`config.mk`:
```
export PLATFORM = sky130hd
export DESIGN_NAME = ifetch_prefetch
export DESIGN_NICKNAME = d
export VERILOG_FILES = /design/src/rtl/riscv_pkg.sv /design/src/rtl/ifetch_fifo.sv /design/src/rtl/ifetch_prefetch.sv
export SDC_FILE = /design/constraint.sdc
export NUM_CORES = 1
export LEC_CHECK = 0
export CAP_MARGIN = 20
export CORE_UTILIZATION = 35
export CTS_CLUSTER_DIAMETER = 50
export DETAILED_ROUTE_END_ITERATION = 10
export HOLD_SLACK_MARGIN = 0.06
export SLEW_MARGIN = 20
export SYNTH_ARGS = -nofsm -noshare
export SYNTH_HDL_FRONTEND = slang
export SYNTH_SLANG_ARGS = --single-unit
```
`constraint.sdc`:
```
create_clock -name clk -period 3.3 [get_ports clk]
set_clock_uncertainty 0.05 [all_clocks]
set_input_delay 0.66 -clock clk [delete_from_list [all_inputs] [get_ports clk]]
set_output_delay 0.66 -clock clk [all_outputs]
set_load 0.02 [all_outputs]
```
`src/rtl/riscv_pkg.sv`:
```
// Shared fetch-path types and constants: machine widths, PC step, reset PC,
// fetch FSM states and the {pc, inst} queue entry.
package riscv_pkg;

  localparam int XLEN   = 32;
  localparam int INST_W = 32;

  localparam logic [XLEN-1:0] PC_STEP          = 32'd4;
  localparam logic [XLEN-1:0] RESET_PC_DEFAULT = 32'h0000_0000;

  typedef enum logic [1:0] {
    HOLD  = 2'd0,
    RUN   = 2'd1,
    FLUSH = 2'd2
  } ifetch_state_t;

  typedef struct packed {
    logic [XLEN-1:0]   pc;
    logic [INST_W-1:0] inst;
  } fetch_entry_t;

  // Instruction fetches are always word aligned.
  function automatic logic [XLEN-1:0] align_pc(input logic [XLEN-1:0] pc);
    return {pc[XLEN-1:2], 2'b00};
  endfunction

endpackage

```
`src/rtl/ifetch_fifo.sv`:
```
// DEPTH-entry synchronous FIFO of {pc, inst} with flush, registered pointers
// and a combinational read of the head slot.
module ifetch_fifo
  import riscv_pkg::*;
#(
  parameter int DEPTH = 4
) (
  input  logic                       clk,
  input  logic                       rst,
  input  logic                       flush,
  input  logic                       push,
  input  fetch_entry_t               push_data,
  input  logic                       pop,
  output fetch_entry_t               head,
  output logic [$clog2(DEPTH):0]     count,
  output logic                       empty,
  output logic                       full
);

  localparam int AW = $clog2(DEPTH);

  fetch_entry_t  mem_q [DEPTH];
  logic [AW-1:0] wr_ptr_q, wr_ptr_d;
  logic [AW-1:0] rd_ptr_q, rd_ptr_d;
  logic [AW:0]   count_q, count_d;
  logic          do_push, do_pop;

  assign empty   = (count_q == '0);
  assign full    = (count_q == (AW+1)'(DEPTH));
  assign do_pop  = pop && !empty && !flush;
  // A full queue can still accept when the head leaves in the same cycle.
  assign do_push = push && !flush && (!full || do_pop);

  always_comb begin
    wr_ptr_d = wr_ptr_q;
    rd_ptr_d = rd_ptr_q;
    count_d  = count_q;
    if (flush) begin
      wr_ptr_d = '0;
      rd_ptr_d = '0;
      count_d  = '0;
    end else begin
      if (do_push) wr_ptr_d = wr_ptr_q + AW'(1);
      if (do_pop)  rd_ptr_d = rd_ptr_q + AW'(1);
      count_d = count_q + (AW+1)'(do_push) - (AW+1)'(do_pop);
    end
  end

  always_ff @(posedge clk) begin
    if (!rst) begin
      wr_ptr_q <= '0;
      rd_ptr_q <= '0;
      count_q  <= '0;
    end else begin
      wr_ptr_q <= wr_ptr_d;
      rd_ptr_q <= rd_ptr_d;
      count_q  <= count_d;
    end
  end

  for (genvar gi = 0; gi < DEPTH; gi++) begin : g_slot
    always_ff @(posedge clk) begin
      if (do_push && (wr_ptr_q == AW'(gi))) begin
        mem_q[gi] <= push_data;
      end
    end
  end

  assign head  = mem_q[rd_ptr_q];
  assign count = count_q;

endmodule

```
`src/rtl/ifetch_prefetch.sv`:
```
// Instruction-fetch front end: sequential PC generation, credit-limited requests to
// a variable-latency memory, prefetch queue, redirect flush with in-flight drop.
// Optional perf counters (stall_cycles, flush_count) when IFETCH_PERF_CNT_EN is defined.
module ifetch_prefetch
  import riscv_pkg::*;
#(
  parameter int              DEPTH    = 4,
  parameter logic [XLEN-1:0] RESET_PC = RESET_PC_DEFAULT
) (
  input  logic              clk,
  input  logic              rst,
  output logic              imem_req_valid,
  input  logic              imem_req_ready,
  output logic [XLEN-1:0]   imem_req_addr,
  input  logic              imem_rsp_valid,
  input  logic [INST_W-1:0] imem_rsp_data,
  input  logic              redirect_valid,
  input  logic [XLEN-1:0]   redirect_pc,
  output logic              inst_valid,
  input  logic              inst_ready,
  output logic [INST_W-1:0] inst,
  output logic [XLEN-1:0]   inst_pc
`ifdef IFETCH_PERF_CNT_EN
  ,
  output logic [31:0]       stall_cycles,
  output logic [31:0]       flush_count
`endif
);

  localparam int CW = $clog2(DEPTH) + 1;

  ifetch_state_t   state_q, state_d;
  logic [XLEN-1:0] fetch_pc_q, fetch_pc_d;
  logic [XLEN-1:0] rsp_pc_q, rsp_pc_d;
  logic [CW-1:0]   outstanding_q, outstanding_d;
  logic [CW-1:0]   drop_cnt_q, drop_cnt_d;

  logic [CW-1:0]   fifo_count;
  logic            fifo_empty, fifo_full;
  fetch_entry_t    fifo_head, push_entry;
  logic            fifo_push;
  logic            req_fire, rsp_drop;
  logic [CW:0]     credit_used;

  // Requests in flight plus queued entries may never exceed the queue size.
  assign credit_used    = {1'b0, outstanding_q} + {1'b0, fifo_count};
  assign imem_req_valid = (state_q != HOLD) && (credit_used < (CW+1)'(DEPTH));
  assign imem_req_addr  = fetch_pc_q;
  assign req_fire       = imem_req_valid && imem_req_ready;

  assign rsp_drop   = (drop_cnt_q != '0);
  assign fifo_push  = imem_rsp_valid && !rsp_drop && !redirect_valid;
  assign push_entry = '{pc: rsp_pc_q, inst: imem_rsp_data};

  ifetch_fifo #(
    .DEPTH(DEPTH)
  ) u_fifo (
    .clk      (clk),
    .rst      (rst),
    .flush    (redirect_valid),
    .push     (fifo_push),
    .push_data(push_entry),
    .pop      (inst_ready),
    .head     (fifo_head),
    .count    (fifo_count),
    .empty    (fifo_empty),
    .full     (fifo_full)
  );

  assign inst_valid = !fifo_empty;
  assign inst       = fifo_empty ? '0 : fifo_head.inst;
  assign inst_pc    = fifo_empty ? '0 : fifo_head.pc;

  always_comb begin
    outstanding_d = outstanding_q + CW'(req_fire) - CW'(imem_rsp_valid);
    fetch_pc_d    = req_fire ? fetch_pc_q + PC_STEP : fetch_pc_q;
    rsp_pc_d      = rsp_pc_q;
    drop_cnt_d    = drop_cnt_q;
    if (imem_rsp_valid) begin
      if (rsp_drop) drop_cnt_d = drop_cnt_q - CW'(1);
      else          rsp_pc_d   = rsp_pc_q + PC_STEP;
    end
    // Every request still in flight after this cycle belongs to the old path.
    if (redirect_valid) begin
      fetch_pc_d = align_pc(redirect_pc);
      rsp_pc_d   = align_pc(redirect_pc);
      drop_cnt_d = outstanding_d;
    end
    case (state_q)
      HOLD:    state_d = RUN;
      default: state_d = (drop_cnt_d != '0) ? FLUSH : RUN;
    endcase
  end

  always_ff @(posedge clk) begin
    if (!rst) begin
      state_q       <= HOLD;
      fetch_pc_q    <= RESET_PC;
      rsp_pc_q      <= RESET_PC;
      outstanding_q <= '0;
      drop_cnt_q    <= '0;
    end else begin
      state_q       <= state_d;
      fetch_pc_q    <= fetch_pc_d;
      rsp_pc_q      <= rsp_pc_d;
      outstanding_q <= outstanding_d;
      drop_cnt_q    <= drop_cnt_d;
    end
  end

`ifdef IFETCH_PERF_CNT_EN
  logic [31:0] stall_cycles_q, stall_cycles_d;
  logic [31:0] flush_count_q, flush_count_d;

  always_comb begin
    stall_cycles_d = stall_cycles_q;
    flush_count_d  = flush_count_q;
    if (inst_ready && !inst_valid && (stall_cycles_q != '1)) stall_cycles_d = stall_cycles_q + 32'd1;
    if (redirect_valid && (flush_count_q != '1))             flush_count_d  = flush_count_q + 32'd1;
  end

  always_ff @(posedge clk) begin
    if (!rst) begin
      stall_cycles_q <= '0;
      flush_count_q  <= '0;
    end else begin
      stall_cycles_q <= stall_cycles_d;
      flush_count_q  <= flush_count_d;
    end
  end

  assign stall_cycles = stall_cycles_q;
  assign flush_count  = flush_count_q;
`endif

  rsp_needs_credit: assert property (@(posedge clk) disable iff (!rst)
    imem_rsp_valid |-> (outstanding_q != '0));

  push_has_room: assert property (@(posedge clk) disable iff (!rst)
    fifo_push |-> (!fifo_full || (inst_ready && inst_valid)));

endmodule

```
# After elaboration in Yosys (flattened, before gate mapping)
# Memory sizes are Yosys's and may differ from the RTL's. A register that Yosys moved wholly into a read port is not among the register bits.
# Cells that the tools add are included.
# word_totals
regBits	79
ramBits	256
input_bits	70
out_inout_bits	98
word_cells	93
mem_count	1
# classes
n_addsub	10
order_cmp	1
n_eq_ne	5
n_mux	31
bitwise_logic	2
reduce_logical	32
# memory_table
name	depth	width	read_ports	rd_ports_with_merged_regs	write_ports	line	rtl
u_fifo.mem_q	4	64	1	1	1	ifetch_fifo.sv:22	fetch_entry_t mem_q [DEPTH];
# ops
op	n
$mux 32	7
$mux 64	3
$reduce_or 64->1	3
$add 32x3->32 const B	2
$logic_and 1x1->1	12
$mux 1	12
$mux 2	6
$mux 3	3
$add 3x1->3	2
$reduce_bool 2->1	3
$reduce_bool 3->1	2
$sub 3x1->3	2
$add 2x1->2 const B	2
$add 3x3->4	1
$eq 2x2->1 const B	2
$logic_not 1->1	4
$logic_not 2->1	2
$lt 4x3->1 const B	1
$reduce_and 2->1	2
$reduce_or 2->1	2
$eq 3x3->1 const B	1
$logic_not 3->1	1
$sub 3x1->3 const B	1
$eq 2x1->1 const B	1
3 further kinds	4

# Longest topological paths before layout
# Gate-level depths: netlist (run 1).
# depth
word_depth	13
mapped_depth	15
depth_no_buf	13

# By module
# A second synthesis (run 1) with hierarchy kept.
# hier_totals
cells_unflattened	861
hier_area_um2	13593.0
# by_module_without_submodules
module	n_inst	cells_each	area_each_um2	seq_area_each_um2
ifetch_fifo	1	385	9723.1	7867.5
ifetch_prefetch	1	476	3870.0	1361.3

# Worst setup path after synthesis (run 1)
# No wires, ideal clock.
# synth_path
path_type	register to register
startpoint	register drop_cnt_q[0]
endpoint	memory u_fifo.mem_q[1][0] (netlist bit), enable pin
setup_ps	426
t_arrival_ps	2901
required_time_ps	2824
slack_ps	-77
stages_incl_launch_ff	7
n_path_buf	0
period_less_slack_ps	3377
path_cell_list	dfxtp_1 inv_1 ha_1 nor2b_1 nand2_1 nor3_1 and2_1
# synth_via
elab_chain_len	13
elab_cells_between_ends	27
cone_classes	mux: 14; reduce/logical: 13
# synth_lines
item	line	rtl
start, declared	ifetch_prefetch.sv:36	logic [CW-1:0] drop_cnt_q, drop_cnt_d;
start signal, assigned	ifetch_prefetch.sv:107	drop_cnt_q <= drop_cnt_d;
$reduce_bool 3->1 *	ifetch_prefetch.sv:51	assign rsp_drop = (drop_cnt_q != '0);
$logic_not 1->1 *	ifetch_prefetch.sv:52	assign fifo_push = imem_rsp_valid && !rsp_drop && !redirect_valid;
$logic_and 1x1->1 * (2 in series)	ifetch_prefetch.sv:52	
$logic_and 1x1->1 * (2 in series)	ifetch_fifo.sv:32	assign do_push = push && !flush && (!full || do_pop);
via u_fifo.do_push	ifetch_fifo.sv:26	logic do_push, do_pop;
$logic_and 1x1->1	ifetch_fifo.sv:63	if (do_push && (wr_ptr_q == AW'(gi))) begin
$mux 1	ifetch_fifo.sv:63	
$mux 1 (implied by the code)	ifetch_fifo.sv:64	mem_q[gi] <= push_data;
$reduce_or 64->1 (no line)	-	
$mux 2 (no line) or $mux 1 (tied branches) (3 in series)	-	
end, declared	ifetch_fifo.sv:22	
# The timed path passes the listed nets; every way through them passes the cells marked *.

==> impl_summary.log, run 1 <==
[metrics] count of non-filler cells in the finished layout: ~1.6k
[metrics] EDFF count, synth: 248
[metrics] first-pass GRT wire length: 45.8 mm
[metrics] Hold Buf Count CTS: 0
[metrics] Routed Wire Length: 29.4 mm
[metrics] ant diodes: 0
[metrics] Routability Congestion: around 0.81
[metrics] CP endpoint kind: output port
[metrics] number of antenna-violating nets in the routed design: 0
[metrics] vias in the first global route: 7957
[metrics] y dimension of the die: 197 µm
[metrics] Crit Path Category: register to output port
[metrics] net switching fraction of the power: 0.237
[metrics] sum of buffers and inverters on the critical path: 3
[metrics] Worst VDD drop: approximately 330 µV
[metrics] violation count after the first detailed-route iteration: approximately 460
[metrics] Chip Width: 197 µm
[metrics] Max-Cap Viols: 0
[metrics] area share of the largest cell type after synthesis: 0.558
[metrics] proportion of power drawn by flip-flops and latches: 0.474
[metrics] Syn Inst Count: 859
[metrics] crit share post-route: 0.951
[metrics] core box area: 37600 µm²
[metrics] endpoints failing hold: 0
[metrics] netlist area before placement: 13300 µm²
[metrics] CTS HTree Levels: 2
[metrics] maximum net fanout on the critical path: 16
[metrics] proportion of power drawn by combinational gates: 0.113
[metrics] Cell Count Post-Placement: 1521
[metrics] min Tclk post-route: 3140 ps
[metrics] TritonCTS clock tree: built
[metrics] Tot GR Track Use: 0.153
[metrics] cell at the root of the clock tree: sky130_fd_sc_hd__clkbuf_16
[metrics] number of clock sinks seen by CTS: 325
[metrics] initial standard-cell utilization of the core: 0.355
[metrics] Register Area: 9000 µm²
[metrics] vias per cell: 4.94
[metrics] actual slew at the worst max-slew pin: 703 ps
[metrics] gate family responsible for the most delay along the worst path: buffers and inverters
[metrics] most frequent cells after synthesis: sky130_fd_sc_hd__edfxtp_1 (248), sky130_fd_sc_hd__dfxtp_1 (77), sky130_fd_sc_hd__and2_1 (70)
[metrics] total of buffers placed on input and output ports: between 150 and 200
[metrics] number of unique standard cell types used by synthesis: 52
[metrics] cell type with the highest occurrence count on the critical path: sky130_fd_sc_hd__buf_12
[metrics] status: finished clean
[metrics] Filler Cell Count: 3333
[metrics] worst slew margin relative to its limit: 0.530
[metrics] count leader, synth: sky130_fd_sc_hd__edfxtp_1
[metrics] largest stage delay on the critical path: 540 ps
[metrics] Total Nets Final: roughly 1.1k
[metrics] WP data required: about 2600 ps
[metrics] RSZ-0062 raised after global routing: no
[metrics] Total Negative Setup Slacks: 0 ps
[metrics] relative area change from synthesis to final layout: 28.9%
[metrics] Clock Power Share: 0.414
[metrics] standard cell with the maximum stage delay on the critical path: sky130_fd_sc_hd__clkdlybuf4s50_1
[metrics] clock buffers created by TritonCTS: 39
[metrics] combined area of the multi-input logic cells: between 4000 and 5000 µm²
[metrics] sequential area share after synthesis: 0.674
[metrics] Pre-Repair DR Iteration Count: 5
[metrics] YS warnings: 0
[metrics] initial antenna violation count: 0
[metrics] clock-pin transition on the worst setup and hold timing paths: 60 ps
[metrics] worst-skew pair later-pin latency: roughly 520 ps
[metrics] drt drc: 0
[metrics] Setup Viol. Count Final: 0
[metrics] Arrival @ worst endpoint: 2430 ps
[metrics] share of async-settable or async-resettable flops after synthesis: 0
[metrics] cell types occupying the most area after synthesis: sky130_fd_sc_hd__edfxtp_1 (56%), sky130_fd_sc_hd__dfxtp_1 (12%), sky130_fd_sc_hd__mux4_2 (10%)
[metrics] leakage power figure: 0.00557 µW
[metrics] power per cell area: between 500 and 600 nW/µm²
[metrics] # IOs: 168
[metrics] overall overflow remaining after global route: 0
[metrics] Max Slew Vio Count: 0
[metrics] f_max: ~320 MHz
[metrics] fraction of layout cells with a size suffix above 1: 0.164
[metrics] overall via count from detail_route: 7878
[metrics] Row Count: 71
[metrics] area leader, netlist: sky130_fd_sc_hd__edfxtp_1
[metrics] internal portion of total power: 7640 µW
[metrics] Detailed Place HPWL: 19.3 mm
[metrics] register bit count reported by yosys: 325
[metrics] DR WL/cell: between 15 and 20 µm
[metrics] worst min-delay path category: register to register
[metrics] CTS Buffer Depth: 3
[metrics] maximum number of pins on one net before global-route repair: 48
[metrics] most instantiated flip-flop cell in the synthesis netlist: sky130_fd_sc_hd__edfxtp_1
[metrics] crit start category: register
[metrics] die outline area: approximately 40000 µm²
[metrics] net switching component of the power: 2380 µW
[metrics] Post-Syn Area per Cell: between 15 and 20 µm²
[metrics] cells along the critical path: buf_12, buf_12, mux4_2, and2_1, clkdlybuf4s50_1
-- state kept, by name (all words and copies together), names as in the netlist, named ones only --
register and flops:
drop_cnt_q 3, imem_req_addr 30, outstanding_q 3, rsp_pc_q 30
state_q 2, u_fifo.count 3, u_fifo.mem_q 248, u_fifo.rd_ptr_q 2
u_fifo.wr_ptr_q 2
-- metal layers --
metal  track usage  vias to the layer above  part of all wire
met2         0.241                      256              0.46
met3        0.0289                       43             0.060
li1              -                     3692                 -
met5             0                        -                 0
met4        0.0393                        0             0.019
met1         0.218                     3887              0.46
-- stage by stage --
step / hold slack, ps / total power [µW] / util / worst slack, ps / area [µm²]
after floorplan: 435 / 5440 / - / 300 / 13400
after global placement: 460 / 5950 / 0.422 / 15.4 / 15900
after detailed placement: 461 / 5970 / 0.422 / 4.40 / 15900
after CTS: 469 / 10100 / 0.457 / 36.7 / 17200
after global routing: 496 / 10400 / 0.458 / 22.0 / 17200
final: 473 / 10000 / 0.458 / 162 / 17200
-- layout by cell type, fill, tap and decap left out, types with 20 or more instances in the layout --
master / synthesis / layout
sky130_fd_sc_hd__nand2_1: 26 / 26
sky130_fd_sc_hd__mux4_2: 62 / 62
sky130_fd_sc_hd__and2_1: 70 / 66
sky130_fd_sc_hd__edfxtp_1: 248 / 248
sky130_fd_sc_hd__xnor2_1: 44 / 44
sky130_fd_sc_hd__buf_12: 0 / 20
sky130_fd_sc_hd__buf_4: 4 / 20
sky130_fd_sc_hd__dfxtp_1: 77 / 75
sky130_fd_sc_hd__nand3_1: 21 / 21
sky130_fd_sc_hd__clkdlybuf4s50_1: 0 / 160
sky130_fd_sc_hd__o21ai_0: 32 / 32
sky130_fd_sc_hd__a21oi_1: 56 / 56
sky130_fd_sc_hd__clkbuf_16: 0 / 40
-- path summary, 6_finish.rpt --
kind / cells past startpoint / slack, ps / to / start
hold reg to reg: 2 / 470 / imem_req_addr[3] / imem_req_addr[3]
setup / recovery: 5 / 160 / inst[5] / register
setup reg to reg: 13 / 250 / state_q[1] / u_fifo.count[2]
hold / removal: 2 / 470 / imem_req_addr[3] / imem_req_addr[3]
-- worst min-delay path: stages, from the launching register on --
cell,delay (ps)
sky130_fd_sc_hd__dfxtp_1,340
sky130_fd_sc_hd__nand2_1,70
sky130_fd_sc_hd__a31oi_1,70
-- power by group through the flow --
stage               combinational [µW]  clock (µW)  sequential, µW
floorplan                          627           0            4820
CTS                               1150        4250            4740
global route                      1240        4420            4770
global placement                  1130           0            4820
finish                            1130        4140            4740
detailed placement                1140           0            4830
-- logic make-up (layout without fill, tap and decap cells) --
kind of cell | after synthesis | in the layout | share of synthesized area
DFF | 325 | 325 | 0.674
and+or+nand+nor | 219 | 219 | 0.0961
AOI/OAI and AO/OA | 103 | 103 | 0.0420
buffers and inverters | 70 | 293 | 0.0254
muxes | 63 | 63 | 0.105
xor gates and xnor gates | 62 | 62 | 0.0407
adders and majority gates | 16 | 16 | 0.0161
other | 1 | 4 | 0.000281
-- layout make-up --
class / count / share of cell area
well taps: 511 / 0.0372
clock buffers: 46 / 0.0595
multi-input cells: 467 / 0.235
repair buffers: 202 / 0.127
clock inverters: 24 / 0.0135
inverters: 21 / 0.00531
flip-flops and latches: 325 / 0.523
-- timing repair --
action,4_1_cts,5_1_grt
buffers inserted,5,0
setup endpoints to repair,62,2
gates resized for setup,1,2
No activity file was read; power rests on OpenSTA's default activity.
==> inputs of run 2 (changes only) <==
--- a/config.mk
+++ b/config.mk
@@ -7,6 +7,7 @@
 export LEC_CHECK = 0
 export CAP_MARGIN = 20
 export CORE_UTILIZATION = 35
+export CTS_BUF_LIST = sky130_fd_sc_hd__clkbuf_8
 export CTS_CLUSTER_DIAMETER = 50
 export DETAILED_ROUTE_END_ITERATION = 10
 export HOLD_SLACK_MARGIN = 0.06
==> run 2 against run 1 <==
Compared with the run above:
- critical path depth unchanged
- sequential power hardly changed
- clock-buffer cell count is 17 higher
- setup slack worse by 44 ps
- fmax fell by 1.4%
- final area decreased by 1.0%
- final cell count increased by 1.9%
- critical path type unchanged
==> impl_summary.log, run 2 (synthesized netlist as in run 1, its figures left out) <==
[metrics] status: finished clean (unchanged)
[metrics] Worst VDD drop: 265 µV (was 331 µV)
[metrics] maximum number of pins on one net before global-route repair: 48 (unchanged)
[metrics] worst setup slack for register-to-register paths: 270 ps (was 250 ps)
[metrics] y dimension of the die: 197 µm (unchanged)
[metrics] violation count after the first detailed-route iteration: 398 (was 462)
[metrics] TritonCTS clock tree: built (unchanged)
[metrics] worst-skew pair later-pin latency: 590 ps (was 520 ps)
[metrics] crit start category: register (unchanged)
[metrics] Max Slew Vio Count: 0 (unchanged)
[metrics] initial standard-cell utilization of the core: 0.355 (unchanged)
[metrics] min Tclk post-route: 3180 ps (was 3140 ps)
[metrics] power per cell area: 539 nW/µm² (was 582 nW/µm²)
[metrics] vias per cell: 4.90 (was 4.94)
[metrics] Chip Width: 197 µm (unchanged)
[metrics] endpoints failing hold: 0 (unchanged)
[metrics] Worst Reg-to-Reg Cells: 13 (unchanged)
[metrics] WP data required: 2590 ps (about the same)
[metrics] Filler Cell Count: 3396 (was 3333)
[metrics] # IOs: 168 (unchanged)
[metrics] most used cells in the layout excluding fill and tap cells: sky130_fd_sc_hd__edfxtp_1 (248), sky130_fd_sc_hd__clkdlybuf4s50_1 (145), sky130_fd_sc_hd__dfxtp_1 (75) (was sky130_fd_sc_hd__edfxtp_1 (248), sky130_fd_sc_hd__clkdlybuf4s50_1 (160), sky130_fd_sc_hd__dfxtp_1 (75))
[metrics] capturing instance or port of the critical path: inst[8] (was inst[5])
[metrics] f_max: 314 MHz (was 319 MHz)
[metrics] Row Count: 71 (unchanged)
[metrics] total of buffers placed on input and output ports: 161 (unchanged)
[metrics] Routed Wire Length: 29.6 mm (was 29.4 mm)
[metrics] DR WL/cell: 18.2 µm (was 18.4 µm)
[metrics] net switching component of the power: 2280 µW (was 2380 µW)
[metrics] CTS Buffer Depth: 3 (unchanged)
[metrics] leakage power figure: 0.00583 µW (was 0.00557 µW)
[metrics] clock-pin transition on the worst setup and hold timing paths: 60 ps (about the same)
[metrics] RSZ-0062 raised after global routing: no (unchanged)
[metrics] CTS HTree Levels: 2 (unchanged)
[metrics] most frequent standard cell in the layout excluding fill and tap cells: sky130_fd_sc_hd__edfxtp_1 (unchanged)
[metrics] maximum net fanout on the critical path: 16 (unchanged)
[metrics] Detailed Place HPWL: 19.3 mm (unchanged)
[metrics] Tot GR Track Use: 0.155 (was 0.153)
[metrics] Setup Viol. Count Final: 0 (unchanged)
[metrics] vias in the first global route: 8148 (was 7957)
[metrics] internal portion of total power: 6900 µW (was 7640 µW)
[metrics] worst slew margin relative to its limit: 0.529 (was 0.530)
[metrics] cell at the root of the clock tree: sky130_fd_sc_hd__clkbuf_8 (was sky130_fd_sc_hd__clkbuf_16)
[metrics] number of clock sinks seen by CTS: 325 (unchanged)
[metrics] Crit Path Category: register to output port (unchanged)
[metrics] Arrival @ worst endpoint: 2470 ps (was 2430 ps)
[metrics] Hold Buf Count CTS: 0 (unchanged)
[metrics] Largest register FFs: 248 (unchanged)
[metrics] actual slew at the worst max-slew pin: 704 ps (was 703 ps)
[metrics] Max-Cap Viols: 0 (unchanged)
[metrics] net switching fraction of the power: 0.249 (was 0.237)
[metrics] overall via count from detail_route: 7970 (was 7878)
[metrics] Total Nets Final: 1162 (was 1142)
[metrics] relative area change from synthesis to final layout: 27.6% (was 28.9%)
[metrics] proportion of power drawn by combinational gates: 0.123 (was 0.113)
[metrics] top register by number of flip-flops: u_fifo.mem_q (unchanged)
[metrics] Pre-Repair DR Iteration Count: 5 (unchanged)
[metrics] Clock Power Share: 0.360 (was 0.414)
[metrics] crit share post-route: 0.964 (was 0.951)
[metrics] drt drc: 0 (unchanged)
[metrics] Routability Congestion: 0.809 (unchanged)
[metrics] die outline area: 38900 µm² (unchanged)
[metrics] first-pass GRT wire length: 46.2 mm (was 45.8 mm)
[metrics] Total Negative Setup Slacks: 0 ps (unchanged)
[metrics] CP endpoint kind: output port (unchanged)
[metrics] clock buffers created by TritonCTS: 56 (was 39)
[metrics] worst min-delay path category: register to register (unchanged)
[metrics] overall overflow remaining after global route: 0 (unchanged)
[metrics] RR Startpoint: u_fifo.count[2] (unchanged)
[metrics] worst reg2reg endpoint: state_q[1] (unchanged)
[metrics] proportion of power drawn by flip-flops and latches: 0.517 (was 0.474)
[metrics] ant diodes: 0 (unchanged)
[metrics] number of antenna-violating nets in the routed design: 0 (unchanged)
[metrics] core box area: 37600 µm² (unchanged)
[metrics] initial antenna violation count: 0 (unchanged)
[metrics] Layout Utilization: 0.453 (was 0.458)
[metrics] fraction of layout cells with a size suffix above 1: 0.177 (was 0.164)
[metrics] number of stages on the worst hold path: 2 (unchanged)
[run 2: cell types whose count changed in the layout (fill, tap and decap cells not counted), sizes merged]
cell / previous run / this run
clkbuf: 46 / 63
clkdlybuf4s50: 160 / 145
dlymetal6s2s: 1 / 15
inv: 25 / 39
buf: 41 / 44
bufinv: 3 / 0
clkinv: 15 / 12
clkinvlp: 2 / 5
dlygate4sd2: 0 / 1
[run 2: final cells by class]
cell class,instances,area (µm²),share of cell area
Tap cell,511,639,0.0376
Clock buffer,63,867,0.0509
Clock inverter,35,156,0.00919
Timing Repair Buffer,205,2230,0.131
Inverter,21,91.3,0.00537
Multi-Input combinational cell,467,4040,0.237
Sequential cell,325,9000,0.529
[run 2: metal layers]
layer	up-vias	routed length (µm)	track usage
met2	239	13600	0.243
met4	0	389	0.0396
li1	3721	-	-
met3	36	1760	0.0350
met1	3974	13900	0.215
met5	-	0	0
[run 2: how the worst min path moves through the flow]
stage	from	endpoint	slack, ps
after CTS	imem_req_addr[3]	imem_req_addr[3]	470
final	imem_req_addr[3]	imem_req_addr[3]	470
after floorplan	u_fifo.rd_ptr_q[1]	register	430
after detailed placement	imem_req_addr[3]	imem_req_addr[3]	460
after global routing	imem_req_addr[3]	imem_req_addr[3]	500
after global placement	imem_req_addr[31]	imem_req_addr[31]	460
[run 2: what timing repair did]
| action | CTS | global route |
|---|---|---|
| pin swaps | 1 | 0 |
| setup buffers | 6 | 2 |
| gates resized for setup | 3 | 15 |
| endpoints found under the setup margin | 62 | 16 |
[run 2: metrics by stage]
stage / power [µW] / cell area, µm² / hold slack [ps] / setup slack (ps) / instances
after floorplan: 5440 / 13400 / 435 / 300 / 862
final: 9180 / 17000 / 469 / 118 / 1627
after global placement: 5950 / 15900 / 460 / 15.4 / 1521
after detailed placement: 5970 / 15900 / 461 / 4.40 / 1521
after global routing: 9620 / 17000 / 497 / 1.50 / 1627
after CTS: 9330 / 17000 / 470 / 25.9 / 1625
[run 2: worst max-delay path, cell delays in order, from the launching register on]
cell and delay (ps):
sky130_fd_sc_hd__dfxtp_4 370, sky130_fd_sc_hd__buf_12 120, sky130_fd_sc_hd__buf_12 170, sky130_fd_sc_hd__mux4_2 500, sky130_fd_sc_hd__and2_1 180, sky130_fd_sc_hd__clkdlybuf4s50_1 540
[run 2: power groups by stage]
stage	registers, µW	clock network (µW)	logic [µW]
floorplan	4820	0	627
global placement	4820	0	1130
detailed placement	4830	0	1140
CTS	4740	3430	1150
global route	4770	3610	1240
finish	4750	3310	1130
